--- src/rtl/video_pkg.sv ---
// Shared video timing definitions for the 480x272 RGB LCD pipeline.
package video_pkg;

  typedef enum logic {
    WAIT_LOCK = 1'b0,
    RUN       = 1'b1
  } state_t;

  localparam int LCD_H_ACTIVE = 480;
  localparam int LCD_H_FP     = 2;
  localparam int LCD_H_SYNC   = 41;
  localparam int LCD_H_BP     = 2;
  localparam int LCD_H_TOTAL  = LCD_H_ACTIVE + LCD_H_FP + LCD_H_SYNC + LCD_H_BP;

  localparam int LCD_V_ACTIVE = 272;
  localparam int LCD_V_FP     = 2;
  localparam int LCD_V_SYNC   = 10;
  localparam int LCD_V_BP     = 2;
  localparam int LCD_V_TOTAL  = LCD_V_ACTIVE + LCD_V_FP + LCD_V_SYNC + LCD_V_BP;

  localparam int LCD_LOCK_CYC = 1024;

  // Drive level of a sync line given whether it is asserted and its active polarity.
  function automatic logic sync_level(input logic asserted, input logic pol);
    return asserted ? pol : ~pol;
  endfunction

endpackage

--- src/rtl/lock_filter.sv ---
// Synchronises the PLL lock and qualifies it as stable after LOCK_CYC high cycles.
module lock_filter #(
  parameter int LOCK_CYC = 1024
) (
  input  logic clk,
  input  logic rst,
  input  logic lock,
  output logic lock_ok
);

  localparam int CW = $clog2(LOCK_CYC + 1);
  localparam logic [CW-1:0] CNT_MAX = CW'(LOCK_CYC - 1);

  logic          lock_meta;
  logic          lock_s;
  logic [CW-1:0] cnt;
  logic          ok_q;

  // Two-flop synchroniser, then a saturating stable-lock counter that any low sample clears.
  always_ff @(posedge clk) begin
    if (rst) begin
      lock_meta <= 1'b0;
      lock_s    <= 1'b0;
      cnt       <= '0;
      ok_q      <= 1'b0;
    end else begin
      lock_meta <= lock;
      lock_s    <= lock_meta;
      if (!lock_s)
        cnt <= '0;
      else if (cnt != CNT_MAX)
        cnt <= cnt + CW'(1);
      ok_q <= lock_s && (cnt == CNT_MAX);
    end
  end

  // Qualified lock drops as soon as the synchronised lock does, so loss is seen without extra delay.
  assign lock_ok = ok_q & lock_s;

endmodule

--- src/rtl/lcd_timing_gen.sv ---
// Pixel-clock video timing generator: lock-qualified FSM, h/v counters, registered sync/de/coords.
module lcd_timing_gen
  import video_pkg::*;
#(
  parameter int   H_ACTIVE = LCD_H_ACTIVE,
  parameter int   H_FP     = LCD_H_FP,
  parameter int   H_SYNC   = LCD_H_SYNC,
  parameter int   H_BP     = LCD_H_BP,
  parameter int   V_ACTIVE = LCD_V_ACTIVE,
  parameter int   V_FP     = LCD_V_FP,
  parameter int   V_SYNC   = LCD_V_SYNC,
  parameter int   V_BP     = LCD_V_BP,
  parameter logic SYNC_POL = 1'b0,
  parameter int   LOCK_CYC = LCD_LOCK_CYC
) (
  input  logic       clk,
  input  logic       rst,
  input  logic       lock,
  output logic       hsync,
  output logic       vsync,
  output logic       de,
  output logic [9:0] x,
  output logic [8:0] y,
  output logic       line_start,
  output logic       frame_start,
  output logic       running
);

  localparam int H_TOTAL = H_ACTIVE + H_FP + H_SYNC + H_BP;
  localparam int V_TOTAL = V_ACTIVE + V_FP + V_SYNC + V_BP;

  generate
    if (H_TOTAL > 1024 || V_TOTAL > 512) begin : g_bad_timing
      $error("lcd_timing_gen: H_TOTAL must be <= 1024 and V_TOTAL <= 512");
    end
  endgenerate

  localparam logic [9:0] H_ACT  = 10'(H_ACTIVE);
  localparam logic [9:0] HS_BEG = 10'(H_ACTIVE + H_FP);
  localparam logic [9:0] HS_END = 10'(H_ACTIVE + H_FP + H_SYNC);
  localparam logic [9:0] H_LAST = 10'(H_TOTAL - 1);
  localparam logic [9:0] V_ACT  = 10'(V_ACTIVE);
  localparam logic [9:0] VS_BEG = 10'(V_ACTIVE + V_FP);
  localparam logic [9:0] VS_END = 10'(V_ACTIVE + V_FP + V_SYNC);
  localparam logic [9:0] V_LAST = 10'(V_TOTAL - 1);

  logic       lock_ok;
  state_t     state;
  state_t     state_n;
  logic       run_go;
  logic [9:0] hcnt;
  logic [9:0] vcnt;
  logic       de_c;

  lock_filter #(
    .LOCK_CYC (LOCK_CYC)
  ) u_lock_filter (
    .clk     (clk),
    .rst     (rst),
    .lock    (lock),
    .lock_ok (lock_ok)
  );

  // Next-state: enter RUN on qualified lock, fall back to WAIT_LOCK as soon as it is lost.
  always_comb begin
    state_n = state;
    case (state)
      WAIT_LOCK: if (lock_ok)  state_n = RUN;
      RUN:       if (!lock_ok) state_n = WAIT_LOCK;
      default:                 state_n = WAIT_LOCK;
    endcase
  end

  // State register.
  always_ff @(posedge clk) begin
    if (rst) state <= WAIT_LOCK;
    else     state <= state_n;
  end

  // Counters advance only while RUN persists; the entry cycle presents the origin, any exit clears.
  assign run_go = (state == RUN) && (state_n == RUN);

  // Horizontal/vertical position counters; an abandoned frame restarts from the origin.
  always_ff @(posedge clk) begin
    if (rst || !run_go) begin
      hcnt <= '0;
      vcnt <= '0;
    end else if (hcnt == H_LAST) begin
      hcnt <= '0;
      vcnt <= (vcnt == V_LAST) ? 10'd0 : vcnt + 10'd1;
    end else begin
      hcnt <= hcnt + 10'd1;
    end
  end

  assign de_c = (hcnt < H_ACT) && (vcnt < V_ACT);

  // Output stage: one register from the counter state, idle whenever the generator is not running.
  always_ff @(posedge clk) begin
    if (rst || !run_go) begin
      hsync       <= ~SYNC_POL;
      vsync       <= ~SYNC_POL;
      de          <= 1'b0;
      x           <= '0;
      y           <= '0;
      line_start  <= 1'b0;
      frame_start <= 1'b0;
    end else begin
      hsync       <= sync_level((hcnt >= HS_BEG) && (hcnt < HS_END), SYNC_POL);
      vsync       <= sync_level((vcnt >= VS_BEG) && (vcnt < VS_END), SYNC_POL);
      de          <= de_c;
      x           <= de_c ? hcnt : 10'd0;
      y           <= de_c ? vcnt[8:0] : 9'd0;
      line_start  <= (hcnt == 10'd0);
      frame_start <= (hcnt == 10'd0) && (vcnt == 10'd0);
    end
  end

  assign running = (state == RUN);

endmodule

--- config.mk ---
export PLATFORM = sky130hd
export DESIGN_NAME = lcd_timing_gen
export DESIGN_NICKNAME = d
export VERILOG_FILES = /design/src/rtl/video_pkg.sv /design/src/rtl/lock_filter.sv /design/src/rtl/lcd_timing_gen.sv
export SDC_FILE = /design/constraint.sdc
export NUM_CORES = 1
export LEC_CHECK = 0
export CAP_MARGIN = 20
export CELL_PAD_IN_SITES_DETAIL_PLACEMENT = 0
export CELL_PAD_IN_SITES_GLOBAL_PLACEMENT = 1
export CORE_ASPECT_RATIO = 1.2
export CORE_UTILIZATION = 25
export DETAILED_ROUTE_END_ITERATION = 6
export PLACE_DENSITY = 0.51
export SLEW_MARGIN = 20
export SYNTH_ARGS = -nofsm -noshare
export SYNTH_HDL_FRONTEND = slang
export SYNTH_SLANG_ARGS = --single-unit
--- constraint.sdc ---
create_clock -name clk -period 5.8 [get_ports clk]
set_input_delay 0.58 -clock clk [delete_from_list [all_inputs] [get_ports clk]]
set_output_delay 0.58 -clock clk [all_outputs]
set_load 0.05 [all_outputs]
==> metrics.txt <==
H-tree depth=3; Worst Slack Setup Final=3.44 ns; Total Nets Final=286; EDFF count, synth=0; vias in the first global route=1789; Overflow after GRT=0; Netlist cell types=43; most area-hungry cell type in the Yosys netlist=dfxtp_1; CP Capture Type=flip-flop; CP delay by family, top=simple AND/OR/NAND/NOR gates; Main synth FF type=dfxtp_1; DR pass1 iterations=4; Routed WL=5140 um; Setup TNS=0 ns; Hold Crit Class=flip-flop to flip-flop; reg-to-reg slack, setup=3.44 ns; f_max=424 MHz; Syn. warnings=0; post-synth top area share=49.4%; TritonCTS clock tree=done; total I/O pin count=28; Hold-fix buffers, CTS=0; CP max stage cell=or4_1; number of buffers created by CTS=9; min Tclk post-route=2.36 ns; Root Buffer=clkbuf_8; Layout Cells excl Fill=402; Critical Path, Cell by Cell=or4_1 > or3_2 > o31ai_4 > nor2_1; Overall Power=771 uW; Max Buffers Root-to-Sink=2; Power Dens Cells=265 nW/um^2; Rel. slew slack=63.1%; post-DP HPWL=3520 um; Vias=1764; Ant. Diodes=0; clk_lat worst skew=0.34 ns; Chip Height=109 um; # DRC=0; die area=9960 um^2; multi-input logic area=1090 um^2; Slew Limit Fails=0; Initial Util=26.0%; crit path from=hcnt[5]; Maximum Capacitance Violations=0; worst slew pin tran=0.554 ns; FP Rows=38; Place WS=3.19 ns; Mapped Nets=261; gpl congestion=0.718; Setup CP Type=flip-flop to flip-flop; count leader, synth=dfxtp_1; fillcell total=989; buffer and inverter count on the worst path=0; worst path arrival time=2.57 ns; sequential area share after synthesis=49.4%; Global Route Usage Sum=11.8%; worst stage delay on the critical path=0.72 ns; FF-to-FF Start=hcnt[5]; most frequent cells after synthesis=59 x dfxtp_1, 26 x nor2_1, 18 x and2_1; Hold Path Origin=u_lock_filter.cnt[10]; initial antenna violation count=0; Cells after DPL=386; Clock Skews=0.00851 ns; Setup-failing EPs final=0; Detail Route Antenna Nets=0; result of the run=completed; unrepaired setup endpoints after global routing=false; Area contributors post-synth=dfxtp_1 49%, and2_1 4.7%, nor2_1 4.1%; Leak=0.00101 uW; Cells after Synth=252; crit-path max FO=10; drt wl/cell=12.8 um; Via density=4.39; ys async rst share=0%; largest net degree at the start of global routing=20; Area after DPL=2720 um^2; die width=91.3 um; Avg Inst Size Synth=9.48 um^2; Crit path required time=6.01 ns; register bit total from synthesis=59; final period utilization=40.7%; first-pass GRT wire length=8780 um; Hold Fails Final Rpt=0; crit start category=flip-flop; Sequential Area=1180 um^2; Port Buf Inserts=27; CTS resizes=0; Setup Buffers After CTS=0; Worst VDD drop=104 uV; Starting DRT DRC Count=51; design area=2910 um^2; total clock sinks=59; Synth Cell Area=2390 um^2; Layout area overhead=21.7%; share of layout cells above drive strength 1=7.80%; core area=9180 um^2; Clock Pin Slew Worst Setup and Hold Paths=0.07 ns
cell usage in the layout (no fill, tap or decap), drive strengths merged, types with 5 or more instances in the layout:
master | netlist | final
dfxtp | 59 | 59
xor2 | 9 | 9
inv | 7 | 7
and2 | 20 | 20
or3 | 5 | 5
clkbuf | 11 | 11
nor3 | 5 | 5
nand2 | 15 | 15
xnor2 | 10 | 10
nand3 | 5 | 5
a21oi | 9 | 9
nor2 | 26 | 26
o21ai | 7 | 7
ha | 6 | 6
nor4 | 7 | 7
clkdlybuf4s50 | 1 | 27
nand4 | 15 | 15
where the power goes:
group / switching (uW) / leakage [uW] / internal [uW]
Sequential: 0.671 / 0.000476 / 406
Combinational: 3.30 / 0.000438 / 2.82
Clock: 160 / 0.0000971 / 197
kinds of logic (layout without fill, tap and decap cells):
group                      Yosys count  in the layout  share of synthesized area [%]
and+or+nand+nor                    119            119                           27.4
DFF                                 59             59                           49.4
other                                1              1                          0.157
buffers and inverters               20             50                           4.76
AOI/OAI and AO/OA                   24             24                           6.49
xor gates and xnor gates            19             19                           6.96
adders and majority gates            6              6                           3.14
muxes                                4              4                           1.68
layout make-up:
| cell class | instances | share of cell area [%] |
|---|---|---|
| clock buffer | 11 | 4.52 |
| timing repair buffer | 27 | 9.29 |
| tap | 120 | 5.16 |
| sequential | 59 | 40.6 |
| inverter | 7 | 0.904 |
| clock inverter | 5 | 1.85 |
| multi-input combinational | 173 | 37.7 |
worst paths after layout:
check,end,depth (start not counted)
worst max-delay path,vcnt[1],4
worst min-delay path,u_lock_filter.cnt[10],2
worst max register to register,vcnt[1],4
worst min register to register,u_lock_filter.cnt[10],2
stage by stage:
stage                     utilization, %  hold WS, ns
after CTS                           31.7        0.435
after global routing                31.7        0.462
after floorplan                        -        0.407
final                               31.7        0.435
after global placement              29.7        0.417
after detailed placement            29.7        0.425
routing by layer:
layer  up-vias  routed length [um]  global-route usage, %
met2        26                2350                   18.9
met3        10                 160                   3.07
met5         -                   0                      0
li1        913                   -                      -
met4         0                 117                   7.82
met1       815                2500                   13.9
worst register-to-register path, cell delays in order (launching register included):
cell and delay [ns]:
dfxtp_1 0.37, or4_1 0.72, or3_2 0.54, o31ai_4 0.50
nor2_1 0.10
flip-flops by register name, indices dropped and copies added, names as in the netlist, 9 cells and up:
signal / flops
hcnt: 10
u_lock_filter.cnt: 11
vcnt: 10
x: 10
y: 9
Power figures use the tool's default switching activity.
